[src/rtl/seq_sched_pkg.sv]
// Shared types and width helpers for the sequence-detector scheduler.
package seq_sched_pkg;

  typedef enum logic [1:0] {
    IDLE   = 2'd0,
    SHIFT  = 2'd1,
    REPORT = 2'd2
  } state_t;

  // Requester ID width: $clog2(NREQ).
  function automatic int unsigned id_w(input int unsigned nreq);
    return $clog2(nreq);
  endfunction

  // Hit counter width: must hold 0..WORD_W.
  function automatic int unsigned cnt_w(input int unsigned word_w);
    return $clog2(word_w + 1);
  endfunction

  // Bit index counter width: counts 0..WORD_W-1.
  function automatic int unsigned bitcnt_w(input int unsigned word_w);
    return $clog2(word_w);
  endfunction

endpackage

[src/rtl/seq_detect_core.sv]
// Bit-serial overlapping pattern detector; history never spans a clear.
module seq_detect_core #(
  parameter int unsigned          PAT_W   = 4,
  parameter logic [PAT_W-1:0]     PATTERN = 4'b1010
) (
  input  logic clk,
  input  logic reset,
  input  logic clear,
  input  logic in_valid,
  input  logic in_bit,
  output logic match
);

  localparam int unsigned FILL_W = $clog2(PAT_W + 1);

  logic [PAT_W-2:0]  hist;
  logic [FILL_W-1:0] fill;
  logic [PAT_W-1:0]  window;
  logic              full;

  // Window as it will look once the incoming bit is shifted in.
  assign window = {hist, in_bit};
  assign full   = (fill >= FILL_W'(PAT_W - 1));
  assign match  = in_valid && full && (window == PATTERN);

  always_ff @(posedge clk or negedge reset) begin
    if (!reset) begin
      hist <= '0;
      fill <= '0;
    end else if (clear) begin
      hist <= '0;
      fill <= '0;
    end else if (in_valid) begin
      hist <= window[PAT_W-2:0];
      if (!full) fill <= fill + 1'b1;
    end
  end

endmodule

[src/rtl/seq_detect_scheduler.sv]
// Round-robin scheduler time-sharing one sequence detector between requesters.
// Define SEQ_SCHED_FIXED_PRIO_EN for fixed lowest-index-wins arbitration.
module seq_detect_scheduler
  import seq_sched_pkg::*;
#(
  parameter int unsigned      NREQ    = 4,
  parameter int unsigned      WORD_W  = 8,
  parameter int unsigned      PAT_W   = 4,
  parameter logic [PAT_W-1:0] PATTERN = 4'b1010
) (
  input  logic                        clk,
  input  logic                        reset,
  input  logic [NREQ-1:0]             req,
  input  logic [NREQ*WORD_W-1:0]      word_in,
  output logic [NREQ-1:0]             grant,
  output logic                        busy,
  output logic                        serial_bit,
  output logic                        serial_valid,
  output logic                        done,
  output logic [id_w(NREQ)-1:0]       done_id,
  output logic [cnt_w(WORD_W)-1:0]    hit_count
);

  localparam int unsigned ID_W     = id_w(NREQ);
  localparam int unsigned CNT_W    = cnt_w(WORD_W);
  localparam int unsigned BITCNT_W = bitcnt_w(WORD_W);

  state_t              state_q, state_d;
  logic                load, shift_en, report;
  logic                any_req, found;
  logic [ID_W-1:0]     winner;
  logic [ID_W-1:0]     cur_id;
  logic [WORD_W-1:0]   sreg;
  logic [BITCNT_W-1:0] bit_cnt;
  logic [CNT_W-1:0]    hits;
  logic                match;
`ifndef SEQ_SCHED_FIXED_PRIO_EN
  logic [ID_W-1:0]     last_id;
`endif

  // Arbiter: picks the winner among active requests.
  always_comb begin
    winner  = '0;
    found   = 1'b0;
    any_req = |req;
`ifdef SEQ_SCHED_FIXED_PRIO_EN
    for (int unsigned i = 0; i < NREQ; i++) begin
      if (!found && req[ID_W'(i)]) begin
        winner = ID_W'(i);
        found  = 1'b1;
      end
    end
`else
    for (int unsigned i = 1; i <= NREQ; i++) begin
      int unsigned idx;
      idx = (32'(last_id) + i) % NREQ;
      if (!found && req[ID_W'(idx)]) begin
        winner = ID_W'(idx);
        found  = 1'b1;
      end
    end
`endif
  end

  always_ff @(posedge clk or negedge reset) begin
    if (!reset) state_q <= IDLE;
    else        state_q <= state_d;
  end

  // Next state and datapath controls.
  always_comb begin
    state_d  = state_q;
    load     = 1'b0;
    shift_en = 1'b0;
    report   = 1'b0;
    case (state_q)
      IDLE: begin
        if (any_req) begin
          load    = 1'b1;
          state_d = SHIFT;
        end
      end
      SHIFT: begin
        shift_en = 1'b1;
        if (bit_cnt == BITCNT_W'(WORD_W - 1)) state_d = REPORT;
      end
      REPORT: begin
        report  = 1'b1;
        state_d = IDLE;
      end
      default: state_d = IDLE;
    endcase
  end

  seq_detect_core #(
    .PAT_W   (PAT_W),
    .PATTERN (PATTERN)
  ) u_core (
    .clk      (clk),
    .reset    (reset),
    .clear    (load),
    .in_valid (shift_en),
    .in_bit   (sreg[WORD_W-1]),
    .match    (match)
  );

  // Datapath and registered outputs.
  always_ff @(posedge clk or negedge reset) begin
    if (!reset) begin
      grant        <= '0;
      busy         <= 1'b0;
      serial_bit   <= 1'b0;
      serial_valid <= 1'b0;
      done         <= 1'b0;
      done_id      <= '0;
      hit_count    <= '0;
      cur_id       <= '0;
      sreg         <= '0;
      bit_cnt      <= '0;
      hits         <= '0;
`ifndef SEQ_SCHED_FIXED_PRIO_EN
      last_id      <= ID_W'(NREQ - 1);
`endif
    end else begin
      grant <= '0;
      done  <= 1'b0;
      if (load) begin
        grant   <= NREQ'(1) << winner;
        busy    <= 1'b1;
        sreg    <= word_in[32'(winner) * WORD_W +: WORD_W];
        cur_id  <= winner;
        bit_cnt <= '0;
        hits    <= '0;
      end else if (state_q == IDLE) begin
        busy <= 1'b0;
      end
      if (shift_en) begin
        serial_bit   <= sreg[WORD_W-1];
        serial_valid <= 1'b1;
        sreg         <= {sreg[WORD_W-2:0], 1'b0};
        bit_cnt      <= bit_cnt + 1'b1;
        if (match) hits <= hits + 1'b1;
      end
      if (report) begin
        serial_bit   <= 1'b0;
        serial_valid <= 1'b0;
        done         <= 1'b1;
        done_id      <= cur_id;
        hit_count    <= hits;
`ifndef SEQ_SCHED_FIXED_PRIO_EN
        last_id      <= cur_id;
`endif
      end
    end
  end

endmodule

[config.mk]
export PLATFORM = sky130hd
export DESIGN_NAME = seq_detect_scheduler
export DESIGN_NICKNAME = d
export VERILOG_FILES = /design/src/rtl/seq_sched_pkg.sv /design/src/rtl/seq_detect_core.sv /design/src/rtl/seq_detect_scheduler.sv
export SDC_FILE = /design/constraint.sdc
export NUM_CORES = 1
export LEC_CHECK = 0
export BUFFER_PORTS_ARGS = -buffer_cell sky130_fd_sc_hd__buf_2
export CORE_MARGIN = 1
export CORE_UTILIZATION = 41
export CTS_CLUSTER_DIAMETER = 200
export DETAILED_ROUTE_END_ITERATION = 12
export PLACE_DENSITY = 0.67
export SKIP_CTS_REPAIR_TIMING = 1
export SYNTH_ARGS = -nofsm -noshare
export SYNTH_HDL_FRONTEND = slang
export SYNTH_SLANG_ARGS = --single-unit
[constraint.sdc]
create_clock -name clk -period 5.2 [get_ports clk]
set_input_delay 0.26 -clock clk [delete_from_list [all_inputs] [get_ports clk]]
set_output_delay 0.26 -clock clk [all_outputs]
set_load 0.02 [all_outputs]
==> flow_summary.json, run 1 <==
{
  "diodes": 0,
  "syn_inst": 221,
  "vias_per_cell": 5.16,
  "dieArea_mm2": 0.00563,
  "p_int_uw": 764,
  "cts_tree": "yes",
  "remaining_drc_errors": 0,
  "cts_buffers": 5,
  "synth_area_mm2": 0.00219,
  "slowest_delay_ns": 0.59,
  "p_switching_uw": 451,
  "synthArstFlopShare_pct": 100,
  "synth.distinct_cells": 43,
  "grt_pass1_vias": 1622,
  "htreeDepth": 2,
  "first_pass_iters": 4,
  "clockRootBuffer": "clkbuf_8",
  "core-area_mm2": 0.00511,
  "setup_viol": 0,
  "post-route-min-period_ns": 2.43,
  "worstSetupStartpointType": "flop",
  "worst-path-max-fanout": 14,
  "seqPwrFrac_pct": 38.4,
  "fmax_mhz": 411,
  "seq_area_mm2": 0.00103,
  "initial_core_util_pct": 42.8,
  "p_comb_share_pct": 39.7,
  "clock_path_buffers": 2,
  "fin_skew_ns": 0.00375,
  "final_util_pct": 50.7,
  "slew_headroom_pct": 41.6,
  "hp-class": "in2async",
  "place.gp.congestion": 0.771,
  "yosysSeqAreaShare_pct": 47.0,
  "cts_sinks": 41,
  "reg2reg_depth": 5,
  "cp.required_ns": 5.38,
  "grt_pass1_wl_um": 7280,
  "powerDensity_mw_per_mm2": 469,
  "critical_path.endpoint_type": "flop",
  "num-fill-cells": 486,
  "overflow": 0,
  "finalPower_mw": 1.22,
  "drtIter0Drc": 82,
  "num_io_pins": 52,
  "power.leakage_nw": 1.27,
  "area_growth_pct": 18.4,
  "swShare_pct": 37.2,
  "dpl.cell_count": 331,
  "ys_seq_elements": 41,
  "drv_cap": 0,
  "grt_start_max_net_pins": 42,
  "tns_ns": 0,
  "hold_viol": 0,
  "max_slew.worst_pin.slew_ns": 0.875,
  "yosysWarnings": 0,
  "clkPwrFrac_pct": 21.9,
  "synth_edf_count": 0,
  "crit_chain": "and2b_4 -> o21a_1 -> nor3_4 -> mux2_2 -> a211o_1",
  "final-max-slew-violation-count": 0,
  "cp_slowest_cell": "nor3_4",
  "crit_type": "reg2reg",
  "nets": 314,
  "status": "completed",
  "vias": 1749,
  "path_clk_slew_ns": 0.08,
  "grt_usage_pct": 17.5,
  "finalNonFillerCells": 339,
  "wl_um": 4450,
  "peakVddDrop_uv": 258,
  "insertion_delay_ns": 0.29,
  "layout_worst_path_cycle_share_pct": 46.8,
  "layout-drive-gt1-share_pct": 28.6,
  "fp.dieW_um": 75.1,
  "rows": 26,
  "postSynth.topFlopCell": "dfrtp_1",
  "avgSynthCellArea_um2": 9.90,
  "syn_nets": 267,
  "antenna_found_initial": 0,
  "ant_nets": 0,
  "place_hpwl_um": 3300,
  "rsz0062_at_grt": "false",
  "wire_per_inst_um": 13.1,
  "hold_slack_ns": 0.0809,
  "portBuffers": 51,
  "critical_path_arrival_ns": 2.61,
  "die-height_um": 75.1,
  "multi_input_comb_area_mm2": 0.00105
}
## layout make-up
cell class              count  area share [%]
inverters                  12            1.74
clock buffers               6            3.19
well taps                  70            3.38
repair buffers             51            9.85
flip-flops and latches     41            39.7
clock inverters             2            1.45
multi-input cells         157            40.7
## through the flow
stage / instance area [µm²] / setup slack [ns]
detailed placement: 2470 / 2.76
floorplan: 2190 / 3.09
finish: 2590 / 2.77
global route: 2590 / 2.64
global placement: 2470 / 2.83
CTS: 2590 / 2.75
## kinds of logic after synthesis
family / after synthesis / synth area share (%)
AND/OR/NAND/NOR: 69 / 15.8
AO/OA/AOI/OAI: 62 / 18.5
flip-flops: 41 / 47.0
buffers and inverters: 23 / 4.80
multiplexers: 16 / 8.46
adder cells (fa/ha/maj): 8 / 4.57
XOR/XNOR: 2 / 0.801
## cells in the mapped netlist, types with 3 or more instances
| cell type | n | area share (%) |
|---|---|---|
| o21a_1 | 4 | 1.4 |
| o31ai_1 | 7 | 2.4 |
| nand2b_1 | 3 | 0.86 |
| nand2_1 | 24 | 4.1 |
| a21oi_1 | 10 | 2.3 |
| and3_1 | 3 | 0.86 |
| mux2_4 | 3 | 2.1 |
| ha_1 | 8 | 4.6 |
| nor2_1 | 13 | 2.2 |
| mux2_2 | 8 | 4.1 |
| dfrtp_1 | 39 | 45 |
| nor3_1 | 3 | 0.69 |
| mux2i_1 | 5 | 2.3 |
| nand3_1 | 6 | 1.4 |
| clkbuf_1 | 6 | 1.0 |
| a211o_1 | 7 | 2.8 |
| inv_1 | 12 | 2.1 |
| o21ai_0 | 22 | 5.0 |
| nand4_1 | 7 | 2.0 |
## worst paths after layout
path | startpoint | endpoint | slack, ns
max in group asynchronous | reset | done_id[1]$_DFFE_PN0P_ | 4.57
min reg2reg | cur_id[1]$_DFFE_PN0P_ | cur_id[1]$_DFFE_PN0P_ | 0.50
min | reset | u_core.fill[2]$_DFFE_PN0P_ | 0.08
max reg2reg | last_id[0]$_DFFE_PN1P_ | sreg[2]$_DFFE_PN0P_ | 2.77
max | last_id[0]$_DFFE_PN1P_ | sreg[2]$_DFFE_PN0P_ | 2.77
min in group clk | word_in[22] | sreg[6]$_DFFE_PN0P_ | 0.30
## power by group through the flow
stage	combinational, mW	clock (mW)	sequential, mW
after global placement	0.473	0	0.470
after floorplan	0.360	0	0.486
final	0.482	0.266	0.467
after global routing	0.547	0.284	0.480
after CTS	0.488	0.271	0.467
after detailed placement	0.486	0	0.473
## cell usage in the layout, fill, tap and decap left out, types with 2 or more instances in the layout
| cell type | count |
|---|---|
| o21ai_0 | 22 |
| a21oi_1 | 10 |
| buf_2 | 51 |
| mux2_4 | 3 |
| nand2b_1 | 3 |
| nor3_1 | 3 |
| and3_1 | 3 |
| ha_1 | 8 |
| mux2i_1 | 5 |
| dfstp_2 | 2 |
| inv_1 | 12 |
| nor2b_1 | 2 |
| xor2_1 | 2 |
| o21ai_1 | 2 |
| a21o_1 | 2 |
| o31ai_1 | 7 |
| clkbuf_8 | 6 |
| o21a_1 | 4 |
| nor2_1 | 13 |
| a211o_1 | 7 |
| dfrtp_1 | 39 |
| mux2_2 | 8 |
| nand4_1 | 7 |
| nand3_1 | 6 |
| nand2_1 | 24 |
## critical path, delay by kind of cell, from the launching register on
family / cells / cell delay (ns)
AO/OA/AOI/OAI: 2 / 0.60
AND/OR/NAND/NOR: 2 / 0.78
flip-flops: 1 / 0.54
multiplexers: 1 / 0.40
## registers in the layout (all words and copies together), names as in the netlist
name	flops
cur_id	2
serial_valid	1
state_q	2
hits	4
sreg	8
last_id	2
hit_count	4
grant	4
bit_cnt	3
u_core.fill	3
done_id	2
u_core.hist	3
done	1
serial_bit	1
busy	1
## metal layers
layer,global-route usage (%),vias up,wire (µm)
met5,0,-,0
met1,23.3,820,2170
met2,27.7,37,2050
li1,-,885,-
met4,6.92,0,64
met3,3.88,7,163
(Power assumes the default switching activity.)
==> run 2, diff against run 1 <==
--- a/config.mk
+++ b/config.mk
@@ -10,7 +10,7 @@
 export CORE_UTILIZATION = 41
 export CTS_CLUSTER_DIAMETER = 200
 export DETAILED_ROUTE_END_ITERATION = 12
-export PLACE_DENSITY = 0.67
+export PLACE_DENSITY = 0.69
 export SKIP_CTS_REPAIR_TIMING = 1
 export SYNTH_ARGS = -nofsm -noshare
 export SYNTH_HDL_FRONTEND = slang
==> constraint.sdc (replaced) <==
create_clock -name clk -period 2 [get_ports clk]
set_input_delay 0.1 -clock clk [delete_from_list [all_inputs] [get_ports clk]]
set_output_delay 0.1 -clock clk [all_outputs]
set_load 0.02 [all_outputs]
==> flow_summary.json, run 2 (synthesis gave the netlist of run 1 again) <==
{
  "status": "completed",
  "max_slew.worst_pin.slew_ns": 0.501,
  "grt_pass1_wl_um": 7270,
  "p_comb_share_pct": 46.3,
  "worstSetupStartpointType": "flop",
  "wl_um": 4450,
  "fin_skew_ns": 0.00506,
  "path_clk_slew_ns": 0.08,
  "critical_path_arrival_ns": 2.16,
  "final_common_cell": "buf_2",
  "cp.required_ns": 2.18,
  "fmax_mhz": 504,
  "peakVddDrop_uv": 541,
  "vias_per_cell": 5.05,
  "grt_start_max_net_pins": 19,
  "hold_slack_ns": 0.140,
  "hold_viol": 0,
  "final_util_pct": 54.1,
  "nets": 334,
  "drtIter0Drc": 76,
  "seqPwrFrac_pct": 37.7,
  "dpl.cell_count": 348,
  "r2r-end": "sreg[1]$_DFFE_PN0P_",
  "grt_pass1_vias": 1619,
  "swShare_pct": 37.5,
  "power.leakage_nw": 1.38,
  "htreeDepth": 2,
  "remaining_drc_errors": 0,
  "slew_headroom_pct": 66.4,
  "final_cell_mix": "buf_2 (51), dfrtp_1 (39), nand2_1 (24)",
  "layout_setup_ws_ns": 0.0178,
  "clock_path_buffers": 2,
  "core-area_mm2": 0.00511,
  "crit_start": "last_id[0]$_DFFE_PN1P_",
  "place.gp.congestion": 0.776,
  "crit-reg2reg-launch": "last_id[0]$_DFFE_PN1P_",
  "post-place-ws_ns": -0.0878,
  "cts_buffers": 5,
  "layout-drive-gt1-share_pct": 34.9,
  "reg2reg_slack_ns": 0.02,
  "ant_nets": 0,
  "area_growth_pct": 26.4,
  "antenna_found_initial": 0,
  "post-route-min-period_ns": 1.98,
  "clockRootBuffer": "clkbuf_8",
  "cts_tree": "yes",
  "final-max-slew-violation-count": 0,
  "crit_type": "reg2reg",
  "crit_end": "sreg[1]$_DFFE_PN0P_",
  "place_area_mm2": 0.00261,
  "grt_usage_pct": 16.9,
  "diodes": 0,
  "place_hpwl_um": 3410,
  "drv_cap": 0,
  "layout_worst_path_cycle_share_pct": 99.1,
  "powerDensity_mw_per_mm2": 1160,
  "initial_core_util_pct": 42.8,
  "first_pass_iters": 4,
  "dieArea_mm2": 0.00563,
  "num_io_pins": 52,
  "wire_per_inst_um": 12.4,
  "reg2reg_depth": 6,
  "die-height_um": 75.1,
  "final_cell_area_mm2": 0.00277,
  "overflow": 0,
  "fp.dieW_um": 75.1,
  "regMostFlops": "sreg",
  "vias": 1814,
  "portBuffers": 51,
  "setup_viol": 0,
  "finalNonFillerCells": 359,
  "cts_sinks": 41,
  "clkPwrFrac_pct": 16.0,
  "critical_path.endpoint_type": "flop",
  "rsz0062_at_grt": "true",
  "insertion_delay_ns": 0.29,
  "p_int_mw": 2.01,
  "rows": 26,
  "hp-class": "in2reg",
  "largest_register_ffs": 8,
  "p_switching_mw": 1.21,
  "worst-path-max-fanout": 8
}
run 2: area by class of cell:
type | count | area, µm²
Clock buffer | 5 | 68.8
Sequential cell | 41 | 1030
Fill cell | 475 | 2340
Timing Repair Buffer | 71 | 420
Clock inverter | 3 | 17.5
Multi-Input combinational cell | 157 | 1100
Inverter | 12 | 45.0
Tap cell | 70 | 87.6
run 2: worst min path at each step:
| stage | startpoint | end | slack [ns] | cells after the start |
|---|---|---|---|---|
| 3_5_place_dp | reset | u_core.fill[0]$_DFFE_PN0P_ | 0.02 | 1 |
| 2_1_floorplan | reset | bit_cnt[0]$_DFFE_PN0P_ | -0.20 | 0 |
| 4_1_cts | reset | hit_count[1]$_DFFE_PN0P_ | -0.30 | 1 |
| 5_1_grt | word_in[29] | sreg[5]$_DFFE_PN0P_ | 0.14 | 3 |
| 3_3_place_gp | reset | u_core.fill[0]$_DFFE_PN0P_ | 0.02 | 1 |
| 6_report | word_in[21] | sreg[5]$_DFFE_PN0P_ | 0.14 | 3 |
run 2: power groups by stage:
stage	Combinational (mW)	Sequential, mW	Clock [mW]
floorplan	0.937	1.26	0
global placement	1.38	1.22	0
detailed placement	1.42	1.23	0
CTS	1.42	1.21	0.539
global route	1.68	1.24	0.568
finish	1.49	1.21	0.516
run 2: critical path: stages, from the launching register on:
cell and delay [ns]:
dfstp_2 0.54, and2b_4 0.19, o21a_4 0.20, nor3_4 0.19, buf_12 0.17, mux2_4 0.30
a211o_1 0.28
run 2: layer usage:
metal | up-vias | GRT usage [%] | share of wire [%]
met5 | - | 0 | 0
met4 | 0 | 3.77 | 0.63
met3 | 4 | 3.61 | 3.2
met2 | 36 | 26.7 | 47
met1 | 850 | 24.0 | 49
li1 | 924 | - | -
run 2: through the flow:
step	TNS, ns	total power [mW]
2_1_floorplan	-0.260	2.20
3_3_place_gp	-0.0695	2.60
3_5_place_dp	-0.346	2.64
4_1_cts	-0.423	3.17
5_1_grt	-0.0127	3.50
6_report	0	3.22
==> run 3, diff against run 2 <==
--- a/config.mk
+++ b/config.mk
@@ -7,10 +7,10 @@
 export LEC_CHECK = 0
 export BUFFER_PORTS_ARGS = -buffer_cell sky130_fd_sc_hd__buf_2
 export CORE_MARGIN = 1
-export CORE_UTILIZATION = 41
+export CORE_UTILIZATION = 45
 export CTS_CLUSTER_DIAMETER = 200
 export DETAILED_ROUTE_END_ITERATION = 12
-export PLACE_DENSITY = 0.69
+export PLACE_DENSITY = 0.74
 export SKIP_CTS_REPAIR_TIMING = 1
 export SYNTH_ARGS = -nofsm -noshare
 export SYNTH_HDL_FRONTEND = slang
==> constraint.sdc (replaced) <==
create_clock -name clk -period 1.64 [get_ports clk]
set_input_delay 0.082 -clock clk [delete_from_list [all_inputs] [get_ports clk]]
set_output_delay 0.082 -clock clk [all_outputs]
set_load 0.02 [all_outputs]
==> flow_summary.json, run 3 (synthesis gave the netlist of run 1 again) <==
{
  "status": "finished, violations left",
  "violations": "negative setup slack",
  "worstSetupStartpointType": "flop",
  "peakVddDrop_uv": 660,
  "layout_worst_path_cycle_share_pct": 120,
  "setup_viol": 13,
  "clockRootBuffer": "clkbuf_8",
  "clkPwrFrac_pct": 19.5,
  "drtIter0Drc": 63,
  "slowest_delay_ns": 0.55,
  "layout_setup_ws_ns": -0.331,
  "grt_start_max_net_pins": 23,
  "cp_slowest_cell": "dfstp_2",
  "hold_slack_ns": 0.112,
  "diodes": 0,
  "rsz0062_at_grt": "true",
  "path_clk_slew_ns": 0.08,
  "insertion_delay_ns": 0.30,
  "regMostFlops": "sreg",
  "first_pass_iters": 4,
  "place_hpwl_um": 3670,
  "critical_path.endpoint_type": "flop",
  "fin_skew_ns": 0.00510,
  "fp.dieW_um": 71.7,
  "swShare_pct": 36.3,
  "place.gp.congestion": 0.790,
  "p_int_mw": 2.79,
  "crit_type": "reg2reg",
  "crit-reg2reg-launch": "last_id[0]$_DFFE_PN1P_",
  "cts_sinks": 41,
  "min_from": "word_in[29]",
  "initial_core_util_pct": 46.6,
  "num-fill-cells": 395,
  "post-route-min-period_ns": 1.97,
  "grt_usage_pct": 19.4,
  "hold_viol": 0,
  "grt_pass1_wl_um": 7530,
  "p_switching_mw": 1.59,
  "wire_per_inst_um": 13.6,
  "grt_pass1_vias": 1685,
  "crit_start": "last_id[0]$_DFFE_PN1P_",
  "core-area_mm2": 0.00469,
  "drv_cap": 0,
  "ant_nets": 0,
  "final_cell_area_mm2": 0.00293,
  "rows": 25,
  "crit_chain": "and2b_4 -> o21a_4 -> nor3_4 -> buf_12 -> mux2_4 -> a211o_1",
  "finalPower_mw": 4.38,
  "cts_buffers": 5,
  "area_growth_pct": 33.9,
  "portBuffers": 51,
  "num_io_pins": 52,
  "remaining_drc_errors": 0,
  "max_slew.worst_pin.slew_ns": 0.529,
  "worst-path-max-fanout": 8,
  "largest_register_ffs": 8,
  "overflow": 0,
  "antenna_found_initial": 0,
  "layout-drive-gt1-share_pct": 39.5,
  "htreeDepth": 2,
  "power.leakage_nw": 1.47,
  "vias_per_cell": 5.30,
  "slew_headroom_pct": 64.7,
  "vias": 1897,
  "fmax_mhz": 507,
  "cts_tree": "yes",
  "die-height_um": 71.7,
  "cp.required_ns": 1.83,
  "nets": 349,
  "p_comb_share_pct": 46.8,
  "clock_path_buffers": 2,
  "dieArea_mm2": 0.00515,
  "powerDensity_mw_per_mm2": 1490,
  "wl_um": 4870,
  "final-max-slew-violation-count": 0,
  "seqPwrFrac_pct": 33.7,
  "critical_path_arrival_ns": 2.16,
  "hp-class": "in2reg",
  "place_area_mm2": 0.00271,
  "dpl.cell_count": 346,
  "final_cell_mix": "buf_2 (51), dfrtp_1 (39), buf_4 (31)",
  "finalNonFillerCells": 358,
  "final_common_cell": "buf_2"
}
run 3: changes by cell type in the layout (fill, tap and decap cells not counted), sizes merged:
cell / previous run / this run
clkinv: 2 / 0
clkbuf: 5 / 6
bufinv: 0 / 1
buf: 70 / 85
run 3: layout make-up:
| type | instances | area, µm² | share of cell area (%) |
|---|---|---|---|
| well taps | 54 | 67.6 | 2.31 |
| flip-flops and latches | 41 | 1030 | 35.1 |
| clock buffers | 6 | 82.6 | 2.82 |
| inverters | 12 | 45.0 | 1.54 |
| multi-input cells | 157 | 1120 | 38.2 |
| clock inverters | 2 | 37.5 | 1.28 |
| repair buffers | 86 | 549 | 18.7 |
run 3: final timing paths:
kind | to | slack [ns] | cells past startpoint
min | sreg[5]$_DFFE_PN0P_ | 0.11 | 3
max in group asynchronous | last_id[1]$_DFFE_PN1P_ | 0.81 | 3
min in group asynchronous | sreg[0]$_DFFE_PN0P_ | 0.29 | 2
max | sreg[1]$_DFFE_PN0P_ | -0.33 | 6
min reg2reg | cur_id[1]$_DFFE_PN0P_ | 0.49 | 1
max reg2reg | sreg[1]$_DFFE_PN0P_ | -0.33 | 6
run 3: metal layers:
metal / vias up / part of all wire, % / global-route usage, %
met5: - / 0 / 0
met4: 0 / 1.7 / 6.97
met3: 10 / 2.9 / 5.34
met2: 34 / 48 / 31.0
met1: 901 / 47 / 25.3
li1: 952 / - / -
run 3: power groups by stage:
stage | Clock (mW) | Sequential [mW] | Combinational [mW]
2_1_floorplan | 0 | 1.54 | 1.15
3_3_place_gp | 0 | 1.48 | 1.83
3_5_place_dp | 0 | 1.49 | 1.89
4_1_cts | 0.877 | 1.47 | 1.91
5_1_grt | 0.925 | 1.51 | 2.25
6_report | 0.854 | 1.48 | 2.05
run 3: per-stage QoR:
stage          TNS [ns]  setup WS, ns  util [%]
6_report          -2.85        -0.331      62.5
5_1_grt           -3.65        -0.390      62.5
4_1_cts           -3.36        -0.457      60.4
3_5_place_dp      -3.13        -0.441      57.8
3_3_place_gp      -2.72        -0.376      57.8
2_1_floorplan     -2.99        -0.439         -
run 3: critical path, delay by kind of cell (launching register included):
| kind | cells | cell delay (ns) |
|---|---|---|
| AO/OA/AOI/OAI | 2 | 0.45 |
| buffers and inverters | 1 | 0.17 |
| flip-flops | 1 | 0.55 |
| multiplexers | 1 | 0.30 |
| AND/OR/NAND/NOR | 2 | 0.37 |
